==> config.mk <==
export PLATFORM = sky130hd
export DESIGN_NAME = demux_stream_1_to_n
export DESIGN_NICKNAME = d
export VERILOG_FILES = /design/src/rtl/demux_pkg.sv /design/src/rtl/demux_slot.sv /design/src/rtl/demux_stream_1_to_n.sv
export SDC_FILE = /design/constraint.sdc
export NUM_CORES = 1
export LEC_CHECK = 0
export CORE_ASPECT_RATIO = 0.75
export CORE_UTILIZATION = 65
export DETAILED_ROUTE_END_ITERATION = 10
export DONT_BUFFER_PORTS = 1
export PLACE_DENSITY = 0.81
export SYNTH_ARGS = -nofsm -noshare
export SYNTH_HDL_FRONTEND = slang
export SYNTH_SLANG_ARGS = --single-unit
==> constraint.sdc <==
create_clock -name clk -period 3.26 [get_ports clk]
set_clock_uncertainty 0.15 [all_clocks]
set_input_delay 0.326 -clock clk [delete_from_list [all_inputs] [get_ports clk]]
set_output_delay 0.326 -clock clk [all_outputs]
set_load 0.01 [all_outputs]
==> src/rtl/demux_pkg.sv <==
// Shared types and helpers for the registered 1-to-N stream demultiplexer.
//   slot_state_e : state of a one-entry channel slot (EMPTY / FULL)
//   sel_width()  : select width for n channels, never less than 1
//   ERR_CNT_W    : width of the optional out-of-range beat counter
package demux_pkg;

    typedef enum logic {
        EMPTY = 1'b0,
        FULL  = 1'b1
    } slot_state_e;

    localparam int ERR_CNT_W = 8;

    // Number of select bits needed to address n channels (minimum 1).
    function automatic int sel_width(input int n);
        int w;
        w = $clog2(n);
        if (w < 1) begin
            w = 1;
        end else begin
            w = w;
        end
        return w;
    endfunction

endpackage

==> src/rtl/demux_slot.sv <==
// One-entry output register of a single demux channel with valid/ready
// handshake on its output side.
//   clk, rst_n : clock, asynchronous active-low reset
//   load       : write load_data into the slot this cycle
//   load_data  : payload to store
//   out_ready  : consumer ready
//   out_valid  : slot holds a beat (state FULL)
//   out_data   : stored payload; keeps the last loaded value while EMPTY
module demux_slot
    import demux_pkg::*;
#(
    parameter int DATA_W = 8
) (
    input  logic              clk,
    input  logic              rst_n,
    input  logic              load,
    input  logic [DATA_W-1:0] load_data,
    input  logic              out_ready,
    output logic              out_valid,
    output logic [DATA_W-1:0] out_data
);

    slot_state_e       state_r;
    logic [DATA_W-1:0] data_r;

    // Slot state machine and data register. A load while FULL is only
    // granted by the top when out_ready is high, i.e. a pass-through.
    always_ff @(posedge clk or negedge rst_n) begin
        if (!rst_n) begin
            state_r <= EMPTY;
            data_r  <= {DATA_W{1'b0}};
        end else begin
            case (state_r)
                EMPTY: begin
                    if (load) begin
                        state_r <= FULL;
                        data_r  <= load_data;
                    end else begin
                        state_r <= EMPTY;
                        data_r  <= data_r;
                    end
                end
                FULL: begin
                    if (load) begin
                        state_r <= FULL;
                        data_r  <= load_data;
                    end else if (out_ready) begin
                        state_r <= EMPTY;
                        data_r  <= data_r;
                    end else begin
                        state_r <= FULL;
                        data_r  <= data_r;
                    end
                end
                default: begin
                    state_r <= EMPTY;
                    data_r  <= data_r;
                end
            endcase
        end
    end

    assign out_valid = (state_r == FULL);
    assign out_data  = data_r;

endmodule

==> src/rtl/demux_stream_1_to_n.sv <==
// Registered 1-to-N stream demultiplexer. Each accepted input beat is steered
// into the one-entry slot of the channel named by in_sel and appears there one
// cycle later. Selects >= N_CH are accepted, dropped and flagged on sel_err.
//   clk, rst_n          : clock, asynchronous active-low reset
//   in_valid/in_ready   : input handshake (in_ready is combinational from
//                         in_sel, out_valid, out_ready; not from in_valid)
//   in_data, in_sel     : payload and destination channel
//   out_valid/out_ready : per-channel output handshake, bit i = channel i
//   out_data            : channel i at [i*DATA_W +: DATA_W]
//   sel_err             : one-cycle pulse after an out-of-range beat
//   err_cnt             : saturating count of out-of-range beats, present
//                         only when DEMUX_ERR_CNT_EN is defined
module demux_stream_1_to_n
    import demux_pkg::*;
#(
    parameter int DATA_W = 8,
    parameter int N_CH   = 4,
    parameter int SEL_W  = sel_width(N_CH)
) (
    input  logic                   clk,
    input  logic                   rst_n,
    input  logic                   in_valid,
    output logic                   in_ready,
    input  logic [DATA_W-1:0]      in_data,
    input  logic [SEL_W-1:0]       in_sel,
    output logic [N_CH-1:0]        out_valid,
    input  logic [N_CH-1:0]        out_ready,
    output logic [N_CH*DATA_W-1:0] out_data,
    output logic                   sel_err
`ifdef DEMUX_ERR_CNT_EN
    ,
    output logic [ERR_CNT_W-1:0]   err_cnt
`endif
);

    logic [N_CH-1:0] sel_onehot_s;
    logic [N_CH-1:0] chan_ready_s;
    logic [N_CH-1:0] load_s;
    logic            sel_in_range_s;
    logic            accept_s;
    logic            oor_accept_s;
    logic            sel_err_r;

    // One extra bit so N_CH == 2**SEL_W compares correctly.
    assign sel_in_range_s = ({1'b0, in_sel} < (SEL_W+1)'(N_CH));
    assign in_ready       = (~sel_in_range_s) | (|(sel_onehot_s & chan_ready_s));
    assign accept_s       = in_valid & in_ready;
    assign oor_accept_s   = accept_s & ~sel_in_range_s;

    for (genvar i = 0; i < N_CH; i++) begin : g_ch
        assign sel_onehot_s[i] = (in_sel == SEL_W'(i));
        assign chan_ready_s[i] = ~out_valid[i] | out_ready[i];
        assign load_s[i]       = accept_s & sel_onehot_s[i];

        demux_slot #(
            .DATA_W (DATA_W)
        ) u_slot (
            .clk       (clk),
            .rst_n     (rst_n),
            .load      (load_s[i]),
            .load_data (in_data),
            .out_ready (out_ready[i]),
            .out_valid (out_valid[i]),
            .out_data  (out_data[i*DATA_W +: DATA_W])
        );
    end

    // Flag an accepted out-of-range beat for exactly the following cycle.
    always_ff @(posedge clk or negedge rst_n) begin
        if (!rst_n) begin
            sel_err_r <= 1'b0;
        end else begin
            sel_err_r <= oor_accept_s;
        end
    end

    assign sel_err = sel_err_r;

`ifdef DEMUX_ERR_CNT_EN
    logic [ERR_CNT_W-1:0] err_cnt_r;

    // Saturating count of dropped out-of-range beats.
    always_ff @(posedge clk or negedge rst_n) begin
        if (!rst_n) begin
            err_cnt_r <= {ERR_CNT_W{1'b0}};
        end else if (oor_accept_s && (err_cnt_r != {ERR_CNT_W{1'b1}})) begin
            err_cnt_r <= err_cnt_r + ERR_CNT_W'(1);
        end else begin
            err_cnt_r <= err_cnt_r;
        end
    end

    assign err_cnt = err_cnt_r;
`endif

endmodule

==> impl_metrics.py <==
metrics = {
    "status": {
        "outcome": "finished clean",
    },
    "logic_synthesis": {
        "syn-cell-area_mm2": 0.00144,
        "synth_seq_cells": 36,
        "syn_nets": 111,
        "yosysSeqAreaShare_pct": 62.4,
        "yosys_warnings": 0,
        "synth_cell_types": 14,
        "syn_avg_cell_area_um2": 15.3,
        "syn_inst": 94,
    },
    "grt": {
        "grt_overflow": 0,
        "antenna_found_initial": 0,
        "grt_max_degree": 37,
        "grt_pass1_vias": 842,
        "grt.total_usage_pct": 24.7,
        "grt_pass1_wl_um": 4120,
    },
    "route": {
        "ant_nets": 0,
        "via_count": 759,
        "initialDrtViolationCount": 6,
        "drt-pass1-iter-count": 3,
        "wire_per_inst_um": 19.7,
        "drc_errors": 0,
        "wirelength_um": 2560,
        "vias_per_cell": 5.84,
    },
    "placement": {
        "dp_hpwl_um": 1620,
        "place_congestion": 0.680,
        "port_buffers": 0,
        "dpl-instance-area_mm2": 0.00142,
    },
    "power_and_ir_drop": {
        "p_leak_nw": 0.706,
        "powerDensity_mw_per_mm2": 625,
        "p_clk_share_pct": 24.0,
        "power_frac_comb_pct": 12.9,
        "p_int_w": 0.000719,
        "p_seq_share_pct": 63.2,
        "switching_share_pct": 28.6,
        "vdd_drop_max_uv": 502,
        "p_sw_w": 0.000288,
    },
    "floorplan": {
        "ios": 55,
        "dieArea_mm2": 0.00241,
        "core_mm2": 0.00205,
        "die_w_um": 56.4,
        "start_util_pct": 70.4,
        "rows": 14,
        "die_h_um": 42.8,
    },
    "critical_path": {
        "crit_type": "input pin to register",
        "cp-end-kind": "register",
        "required_ns": 3.32,
        "critPathLaunchType": "input pin",
        "cp_max_fo": 8,
        "cp.arrival_ns": 1.95,
    },
    "layout": {
        "area_growth_pct": 11.7,
        "design_area_mm2": 0.00161,
        "finalNetCount": 122,
        "drive_gt1_share_pct": 41.5,
        "fin_util_pct": 78.6,
        "num_antenna_cells": 0,
    },
    "sta": {
        "holdWs_ns": 0.0258,
        "min_period_over_period_pct": 58.0,
        "rsz0062_at_grt": "false",
        "fmax_mhz": 529,
        "relSlewSlack_pct": 50.8,
        "period_minus_slack_ns": 1.89,
        "setup_violations": 0,
        "finalHoldViolCount": 0,
        "worst_pin_slew_ns": 0.737,
        "finalSetupTns_ns": 0,
        "drv_slew": 0,
    },
    "clock_network": {
        "tritoncts": "built",
        "cts_buffers": 5,
        "htreeDepth": 2,
        "postCtsSetupRepairBufs": 0,
        "cts.reportedPaths.clkPinSlew_ns": 0.09,
        "worstSkewPairLatency_ns": 0.32,
        "cts_max_path_buffers": 2,
        "cts.sinks": 36,
        "cts-root-buf": "clkbuf_4",
    },
    "hold_path": {
        "hp-class": "input pin to register",
    },
    "job": {
        "max_cap_viol_count": 0,
    },
}
==> power groups by stage <==
stage | Clock [W] | Combinational, W | Sequential, W
floorplan | 0 | 0.000103 | 0.000625
global placement | 0 | 0.0000980 | 0.000642
detailed placement | 0 | 0.000105 | 0.000645
CTS | 0.000250 | 0.000130 | 0.000636
global route | 0.000271 | 0.000141 | 0.000646
finish | 0.000241 | 0.000129 | 0.000636
==> synthesized netlist by cell type <==
cell / instances / share of area, %
buf_4: 5 / 2.6
o21ai_0: 1 / 0.35
nand2b_1: 4 / 1.7
dfrtp_1: 36 / 62
conb_1: 1 / 0.26
mux4_2: 1 / 1.6
buf_2: 3 / 1.0
nand2_1: 5 / 1.3
nand3_1: 1 / 0.35
mux2_2: 32 / 25
and3_1: 1 / 0.43
nand3b_2: 1 / 0.78
nor2b_1: 2 / 0.87
nor3b_4: 1 / 1.3
==> critical path, cell delays in order <==
cell           delay, ns
dlygate4sd3_1       0.54
nand3_1             0.09
nor2b_1             0.59
mux2_2              0.40
==> final cells by class <==
cell class	instances	area (µm²)
Clock inverter	2	10.0
Sequential cell	36	901
Timing Repair Buffer	12	130
Multi-Input combinational cell	50	489
Tap cell	24	30.0
Fill cell	125	438
Clock buffer	6	51.3
==> flip-flops by register name, indices dropped and copies added (netlist names) <==
name / cells
g_ch.u_slot.out_data: 32
g_ch.u_slot.out_valid: 4
==> repair_timing <==
action / CTS / global route
setup endpoints to repair: 0 / 0
hold buffers: 12 / 0
endpoints found under the hold margin: 71 / 0
gates resized for setup: 0 / 0
==> worst paths after layout <==
kind                                            start                          to  slack [ns]  depth (start not counted)
min reg2reg                g_ch[1].u_slot.out_data[7]  g_ch[1].u_slot.out_data[7]        0.44                          1
max in group asynchronous                       rst_n  g_ch[2].u_slot.out_data[3]        2.49                          2
min in group asynchronous                       rst_n  g_ch[2].u_slot.out_data[6]        0.29                          2
max                                         in_sel[1]  g_ch[3].u_slot.out_data[2]        1.37                          4
min                                          in_valid    g_ch[3].u_slot.out_valid        0.03                          2
max reg2reg                  g_ch[3].u_slot.out_valid  g_ch[3].u_slot.out_data[2]        1.45                          3
==> layer usage <==
layer / global-route usage [%] / wire length (µm)
met1: 28.9 / 1000
met2: 40.5 / 1310
met3: 9.76 / 236
met4: 11.7 / 15
met5: 0 / 0
==> kinds of logic (layout without fill, tap and decap cells) <==
kind of cell    count (synthesis)  count (layout)  synth area share (%)
buf+inv                         8              20                  3.64
flops                          36              36                  62.4
compound gates                  1               1                 0.347
mux                            33              33                  26.5
other cells                     1               1                 0.260
simple gates                   15              15                  6.76
==> per-stage QoR <==
step / total power [W] / setup WS [ns] / instances
6_report: 0.00101 / 1.37 / 130
5_1_grt: 0.00106 / 1.28 / 130
4_1_cts: 0.00102 / 1.40 / 130
3_5_place_dp: 0.000751 / 1.44 / 110
3_3_place_gp: 0.000740 / 1.49 / 110
2_1_floorplan: 0.000727 / 1.76 / 94
==> cells in the final DEF (no fill, tap or decap) <==
cell type	Yosys	routed
dfrtp_1	36	36
mux2_2	32	32
dlygate4sd3_1	0	11
nand2_1	5	5
clkbuf_4	0	5
nand2b_1	4	4
nor2b_1	2	2
clkinv_2	0	2
mux4_2	1	1
nand3b_2	1	1
o21ai_0	1	1
nand3_1	1	1
and3_1	1	1
nor3b_4	1	1
conb_1	1	1
clkbuf_8	0	1
buf_12	0	1
Note: power is estimated with default switching activity, not from simulation.
